<file path="src/rtl/parc_core_rob_ctrl_pkg.sv">
// parc_core_rob_ctrl_pkg: shared slot width, default depth and ROB entry layout
package parc_core_rob_ctrl_pkg;
    localparam int SLOT_W          = 5;
    localparam int DEFAULT_ENTRIES = 16;
    typedef struct packed {
        logic              valid;
        logic              pending;
        logic              spec;
        logic              squashed;
        logic [SLOT_W-1:0] preg;
    } rob_entry_t;
endpackage

</file>
<file path="src/rtl/parc_core_rob_ctrl.sv">
// parc_core_rob_ctrl: in-order ROB controller (alloc / fill / branch squash / in-order retire)
//   alloc:  rob_alloc_req_{val,rdy,preg,spec}, rob_alloc_resp_slot (tail)
//   fill:   rob_fill_{val,slot}
//   branch: rob_branch_res_{val,taken} (taken = mispredict)
//   commit: rob_commit_{wen,slot,rf_waddr} (head)
module parc_core_rob_ctrl
    import parc_core_rob_ctrl_pkg::*;
#(
    parameter int ENTRIES = DEFAULT_ENTRIES
) (
    input  logic              clk,
    input  logic              reset,
    input  logic              rob_alloc_req_val,
    output logic              rob_alloc_req_rdy,
    input  logic [SLOT_W-1:0] rob_alloc_req_preg,
    input  logic              rob_alloc_req_spec,
    output logic [SLOT_W-1:0] rob_alloc_resp_slot,
    input  logic              rob_fill_val,
    input  logic [SLOT_W-1:0] rob_fill_slot,
    input  logic              rob_branch_res_val,
    input  logic              rob_branch_res_taken,
    output logic              rob_commit_wen,
    output logic [SLOT_W-1:0] rob_commit_slot,
    output logic [SLOT_W-1:0] rob_commit_rf_waddr
);
    localparam int IW = (ENTRIES > 1) ? $clog2(ENTRIES) : 1;

    rob_entry_t    ent [ENTRIES];
    logic [IW-1:0] head, tail;
    logic [IW:0]   count;
    rob_entry_t    hd;
    logic          retire, fire;

    assign hd                  = ent[head];
    // Squashed heads drain regardless of pending; live heads need fill and no speculation.
    assign retire              = hd.valid && (hd.squashed || (!hd.pending && !hd.spec));
    assign rob_commit_wen      = retire && !hd.squashed;
    assign rob_commit_slot     = SLOT_W'(head);
    assign rob_commit_rf_waddr = hd.preg;
    // Depends on registered count only, so commit never feeds rdy combinationally.
    assign rob_alloc_req_rdy   = count != (IW+1)'(ENTRIES);
    assign rob_alloc_resp_slot = SLOT_W'(tail);
    assign fire                = rob_alloc_req_val && rob_alloc_req_rdy;

    always_ff @(posedge clk) begin
        if (reset) begin
            for (int i = 0; i < ENTRIES; i++) ent[i] <= '0;
            head  <= '0;
            tail  <= '0;
            count <= '0;
        end else begin
            for (int i = 0; i < ENTRIES; i++) begin
                if (ent[i].valid && rob_branch_res_val) begin
                    ent[i].spec <= 1'b0;
                    if (rob_branch_res_taken && ent[i].spec) ent[i].squashed <= 1'b1;
                end
                if (ent[i].valid && rob_fill_val && rob_fill_slot == SLOT_W'(i))
                    ent[i].pending <= 1'b0;
            end
            if (retire) begin
                ent[head].valid <= 1'b0;
                head            <= head + 1'b1;
            end
            // The tail slot is never valid when fire is high, so branch/fill above cannot touch it.
            if (fire) begin
                ent[tail] <= '{valid: 1'b1, pending: 1'b1, spec: rob_alloc_req_spec,
                               squashed: 1'b0, preg: rob_alloc_req_preg};
                tail      <= tail + 1'b1;
            end
            count <= count + (IW+1)'(fire) - (IW+1)'(retire);
        end
    end
endmodule

</file>
<file path="config.mk">
export PLATFORM = sky130hd
export DESIGN_NAME = parc_core_rob_ctrl
export DESIGN_NICKNAME = d
export VERILOG_FILES = /design/src/rtl/parc_core_rob_ctrl_pkg.sv /design/src/rtl/parc_core_rob_ctrl.sv
export SDC_FILE = /design/constraint.sdc
export NUM_CORES = 1
export LEC_CHECK = 0
export CORE_ASPECT_RATIO = 1.25
export CORE_MARGIN = 1.5
export CORE_UTILIZATION = 30
export DETAILED_ROUTE_END_ITERATION = 6
export PLACE_DENSITY = 0.49
export SLEW_MARGIN = 20
export SYNTH_ARGS = -nofsm -noshare
export SYNTH_HDL_FRONTEND = slang
export SYNTH_SLANG_ARGS = --single-unit
</file>
<file path="constraint.sdc">
create_clock -name clk -period 7.5 [get_ports clk]
set_input_delay 1.875 -clock clk [delete_from_list [all_inputs] [get_ports clk]]
set_output_delay 1.875 -clock clk [all_outputs]
set_load 0.005 [all_outputs]
</file>
Word-level counts from Yosys, hierarchy flattened --
Memory sizes are Yosys's and may differ from the RTL's. A register that Yosys moved wholly into a read port is not among the register bits. Cells that the tools add are included.
Word-level totals: memories kept 1, input bits 17, memory bits (writable) 144, word-level logic and storage cells 363, register bits 13
Memories:
- ent | depth 16, bits a word 9, read ports 17, clocked after Yosys merged registers in 1, write ports 18, line parc_core_rob_ctrl.sv:28 | rob_entry_t ent [ENTRIES];
Cells by class: equality and inequality tests 16, bitwise operators 48, add/subtract/negate cells 4, multiplexer cells 218, reduce and logical (&&, ||, !) cells 73
Operators by type and width (number):
- 1-bit two-way mux | 216
- 1-bit logical AND | 68
- 1-bit OR | 48
- 5-bit by 4-bit equality test with 1-bit output, second input constant | 8
- 5-bit by 3-bit equality test with 1-bit output, second input constant | 4
- 5-bit by 2-bit equality test with 1-bit output, second input constant | 2
- 4-bit by 1-bit adder with 4-bit output, second input constant | 2
- 4-bit two-way mux | 2
- 5-bit by 1-bit adder with 5-bit output | 1
- 5-bit by 1-bit equality test with 1-bit output, second input constant | 1
- 5-bit logical NOT | 1
- 5-bit inequality test, second input constant | 1
- 5-bit by 1-bit subtractor with 5-bit output | 1
- 1-bit logical NOT | 3
- 1-bit logical OR | 1

Longest topological paths before layout --
Gate-level depths: netlist of the first run.
word-level depth 7, mapped depth 17

Worst setup path before layout of the first run --
OpenSTA, ideal clock, no wires.
kind flip-flop to output port, start point register with a tool-made name, end point output rob_commit_rf_waddr[0], data arrival time 1.903 ns, path slack 3.722 ns, buffers on the path 3, cell stages (with the launch flop) 6, path through dfxtp_1 > buf_6 > buf_2 > buf_2 > mux4_2 > mux4_2
RTL lines:
- to (decl) | line parc_core_rob_ctrl.sv:24 | output logic [SLOT_W-1:0] rob_commit_rf_waddr

==> metrics.txt, run 1 <==
Leak=3.16 nW; Worst Hold Class=register to register; Synth Register Bits=approximately 160; CP Data Arrival Time=approximately 3300 ps; clock tree buffer depth=2; Sum Neg Setup Slack=0 ps; r2r worst-path depth=14; Post-synth ARST share=0%; Routed Antenna Nets=0; final worst path period share=69.3%; Initial Util=30.4%; Post-synth EDFFs=96; Worst Hold Path EP=ent[14][5]$_SDFFE_PP0P_; first-pass GRT wire length=around 32 mm; Clock transition at path regs=60 ps; area leader, netlist=edfxtp_1; placed wire-length estimate=15.1 mm; number of global-route vias before repair=between 5000 and 6000; Root Buffer=clkbuf_16; gr ovfl total=0; Hold Path Cell Cnt=2; Primary FF master, synth=edfxtp_1; Achievable Freq=193 MHz; Power Total=2.31 mW; TritonCTS Buffers=17; final setup vio count=0; Worst R2R Setup Slack=roughly 3200 ps; Slew @ Worst Pin=1140 ps; largest net degree at the start of global routing=47; CP endpoint kind=primary output; Worst Setup Start Kind=register; hold_buf cts=0; Synth area leaders=edfxtp_1, dfxtp_1, mux4_2; vias per cell=5.01; Die Y=about 180 um; Max Slew Vio Count=0; Clock Sinks=between 150 and 200; Buffers on Ports=31; via count=4997; DR DRC count=0; routability congestion estimate=0.803; power per cell area=between 200 and 300 nW/um^2; Detailed Route WL=20.6 mm; top-area cell type share of the netlist area=37.9%; Gate Count Post-Synth=around 630; commonest cells in the netlist=and2_1, edfxtp_1, dfxtp_1; relative slew slack=23.1%; synthesized area per cell=12.1 um^2; worst hold start=ent[14][5]$_SDFFE_PP0P_; 1st-pass router iterations=7; H-tree lvl count=4; Final Skew=about 14 ps; Area Growth Syn to Fin=15.2%; RSZ-0062 raised after global routing=no; post-synthesis cell type count=49; hold_ws=between 400 and 500 ps; antenna fix cells=0; Worst-Skew Late Latency=between 400 and 500 ps; most common cell in the netlist=and2_1; critical path type=register to primary output; Synth warnings=0; Die X-Extent=145 um; fin crit period=5190 ps; fraction of layout cells with a size suffix above 1=16.1%; Post-CTS Resized=0; Die ar.=26300 um^2; peak supply drop=0.000179 V; synthesized cell area=about 7600 um^2; Post-CTS Setup Inserts=0; Critical R2R Capture=count[4]$_SDFF_PP0_; register area share after synthesis=55.0%; Iter 0 DRT Violations=421; All-Layer GR Usage=approximately 16%; antenna violations before repair=0; Ports=34; core footprint=~25000 um^2; Final Hold Fails=0; outcome=completed; MaxCap Viol Count=0; CP Data Required Time=around 5600 ps; Rows=65; crit-path max FO=20; Wirelength per Cell=roughly 21 um; CTS tree=built; layout net count=just under 700
sequential cells by signal, summed over array words and instances, names as in the netlist, named ones only:
signal,cells
count,5
ent,144
head,4
tail,4
routing by layer:
layer  routed length, um  vias up  GRT usage (%)
met1                8410     2473           18.8
met5                   0        -              0
met2               10800      136           28.9
li1                    -     2347              -
met4                 705        0           7.39
met3                 719       41           3.01
stage by stage:
stage	std cells	cell area, um^2	setup WS, ps	utilization, %
finish	998	8770	2310	35.0
global route	998	8770	2180	35.0
CTS	998	8770	2280	35.0
detailed placement	966	8210	2200	32.8
global placement	966	8210	2220	32.8
floorplan	628	7610	3720	-
final cells by class:
cell class	instances	area (um^2)
multi-input combinational	423	3220
timing repair buffer	36	348
clock buffer	25	509
inverter	11	41.3
tap	335	419
clock inverter	7	46.3
fill	2536	16300
sequential	161	4190
worst max-delay path: stages, from the launching register on:
cell and delay [ps]:
dfxtp_1 700, buf_4 410, mux4_2 570, mux2i_1 220, mux2i_1 180, nor2b_2 220
nor2b_1 140, clkdlybuf4s50_1 440
cell families (layout without fill, tap and decap cells):
kind of cell / Yosys count / after routing / synth area share [%]
AOI/OAI and AO/OA: 110 / 110 / 9.75
xor gates and xnor gates: 5 / 5 / 0.575
adders and majority gates: 15 / 15 / 2.56
buffers and inverters: 44 / 79 / 2.79
DFF: 161 / 161 / 55.0
muxes: 41 / 41 / 11.0
other: 1 / 2 / 0.0493
and+or+nand+nor: 250 / 250 / 18.3
report_power, final:
group	total [mW]	switching, mW	internal (mW)
clock network	0.821	0.346	0.474
logic	0.466	0.248	0.217
registers	1.03	0.0388	0.989
total	2.31	0.634	1.68
cell usage in the layout (no fill, tap or decap), types with 10 or more instances in the layout:
cell type | synthesis | layout
nand2_1 | 21 | 21
a21oi_1 | 30 | 30
nand3_1 | 18 | 18
dfxtp_1 | 65 | 64
clkdlybuf4s50_1 | 0 | 31
nor2_1 | 54 | 54
ha_1 | 14 | 14
and2_1 | 98 | 98
edfxtp_1 | 96 | 96
a21o_1 | 17 | 17
clkbuf_16 | 0 | 19
a31o_2 | 16 | 16
a31oi_1 | 17 | 17
nor2b_1 | 14 | 13
mux4_2 | 33 | 33
inv_1 | 10 | 10
o21ai_0 | 16 | 13
how the worst max path moves through the flow:
stage / end / slack, ps / startpoint
detailed placement: ent[9][6]$_SDFFCE_PN0P_ / 2200 / reset
CTS: rob_commit_wen / 2280 / register
global placement: ent[9][6]$_SDFFCE_PN0P_ / 2220 / reset
floorplan: rob_commit_rf_waddr[0] / 3720 / register
global route: rob_commit_wen / 2180 / register
finish: rob_commit_wen / 2310 / register
Power figures use the tool's default switching activity.
==> run 2, diff against run 1 <==
==> constraint.sdc (replaced) <==
create_clock -name clk -period 5.21 [get_ports clk]
set_input_delay 1.3025 -clock clk [delete_from_list [all_inputs] [get_ports clk]]
set_output_delay 1.3025 -clock clk [all_outputs]
set_load 0.005 [all_outputs]
==> run 2 against run 1 <==
Compared with the run above: non-clock buffer count grew 16; largest power group unchanged; clock power grew 60%; sequential power grew 48%; combinational power grew 34%; setup slack lost 1600 ps.
==> metrics.txt, run 2 (synthesis gave the netlist of run 1 again) <==
Worst Hold Class=register to register (unchanged); power per cell area=386 nW/um^2 (was 264 nW/um^2); Slew @ Worst Pin=1040 ps (was 1140 ps); Wirelength per Cell=20.6 um (about the same); CP endpoint kind=primary output (unchanged); Iter 0 DRT Violations=377 (was 421); antenna fix cells=0 (unchanged); most frequent cells in the layout=and2_1, edfxtp_1, dfxtp_1 (unchanged); Detailed Route WL=20.9 mm (was 20.6 mm); CP Data Required Time=3910 ps (was 5620 ps); Initial Util=30.4% (unchanged); biggest regs=ent x144, count x5 (unchanged); Post-CTS Setup Inserts=0 (unchanged); relative slew slack=30.0% (was 23.1%); hold_buf cts=0 (unchanged); first-pass GRT wire length=32.2 mm (was 31.6 mm); final setup vio count=0 (unchanged); via count=5154 (was 4997); Sum Neg Setup Slack=0 ps (unchanged); Achievable Freq=224 MHz; 1st-pass router iterations=4 (was 7); antenna violations before repair=0 (unchanged); number of global-route vias before repair=5242 (was 5149); max reg flops=144 (unchanged); final worst path period share=85.8%; clock tree buffer depth=2 (unchanged); Final Hold Fails=0 (unchanged); placed wire-length estimate=15.4 mm (was 15.1 mm); Ports=34 (unchanged); RSZ-0062 raised after global routing=no (unchanged); Post-CTS Resized=0 (unchanged); All-Layer GR Usage=16.5% (was 16.2%); Max Slew Vio Count=0 (unchanged); Area Growth Syn to Fin=17.6% (was 15.2%); peak supply drop=0.000255 V (was 0.000179 V); layout net count=698 (was 682); routability congestion estimate=0.800 (was 0.803); critical path type=register to primary output (unchanged); fraction of layout cells with a size suffix above 1=18.6% (was 16.1%); Worst Setup Start Kind=register (unchanged); Buffers on Ports=31 (unchanged); CTS tree=built (unchanged); MaxCap Viol Count=0 (unchanged); Leak=3.24 nW (was 3.16 nW); hold_ws=471 ps (was 472 ps); Largest Register=ent (unchanged); Root Buffer=clkbuf_16 (unchanged); largest net degree at the start of global routing=30 (was 47); Worst-Skew Late Latency=420 ps (was 430 ps); H-tree lvl count=4 (unchanged); Clock transition at path regs=60 ps (about the same); Routed Antenna Nets=0 (unchanged); most common cell after layout, fill and taps aside=and2_1 (unchanged); vias per cell=5.08 (was 5.01); DR DRC count=0 (unchanged); Worst R2R Setup Slack=1140 ps (was 3200 ps); gr ovfl total=0 (unchanged); fin crit period=~4500 ps; crit-path max FO=29 (was 20); outcome=completed (unchanged); Die X-Extent=145 um (unchanged); Die Y=181 um (unchanged); Clock Sinks=161 (unchanged); Rows=65 (unchanged); Final Skew=6.70 ps (was 13.7 ps); core footprint=25000 um^2 (unchanged); Die ar.=26300 um^2 (unchanged); TritonCTS Buffers=17 (unchanged); CP Data Arrival Time=3170 ps (was 3320 ps)
[run 2: critical path, stage by stage (launching register included)]
cell and delay (ps):
dfxtp_2 840, buf_4 400, mux4_2 540, mux4_2 480
clkdlybuf4s50_1 470
[run 2: final cells by class]
cell class / count / area, um^2
flip-flops and latches: 161 / 4190
multi-input cells: 423 / 3220
repair buffers: 52 / 468
inverters: 11 / 41.3
fillers: 2530 / 16100
clock buffers: 18 / 429
clock inverters: 14 / 189
well taps: 335 / 419
[run 2: path summary, 6_finish.rpt]
path                           start                       to  cells after the start
max                         register   rob_commit_rf_waddr[3]                      4
min          ent[13][5]$_SDFFE_PP0P_  ent[13][5]$_SDFFE_PP0P_                      2
max reg2reg                 register      count[4]$_SDFF_PP0_                     15
min reg2reg  ent[13][5]$_SDFFE_PP0P_  ent[13][5]$_SDFFE_PP0P_                      2
[run 2: per-layer routing]
metal	routed length, um	up-vias	track usage [%]
li1	-	2381	-
met1	8840	2605	20.1
met2	10700	149	28.8
met3	942	19	3.54
met4	380	0	5.76
met5	0	-	0
[run 2: per-stage QoR]
stage                     setup slack, ps  power (mW)  area (um^2)  utilization [%]  cells
after detailed placement             1110        2.18         8330             33.3    982
after CTS                             623        3.49         8950             35.7   1014
after floorplan                      1870        1.96         7610                -    628
after global routing                  534        3.60         8950             35.7   1014
after global placement               1110        2.16         8330             33.3    982
final                                 741        3.45         8950             35.7   1014
[run 2: power by group]
part | total, mW | internal (mW) | switching, mW
logic | 0.625 | 0.321 | 0.304
clock network | 1.31 | 0.800 | 0.512
registers | 1.52 | 1.42 | 0.0945
total | 3.45 | 2.54 | 0.910
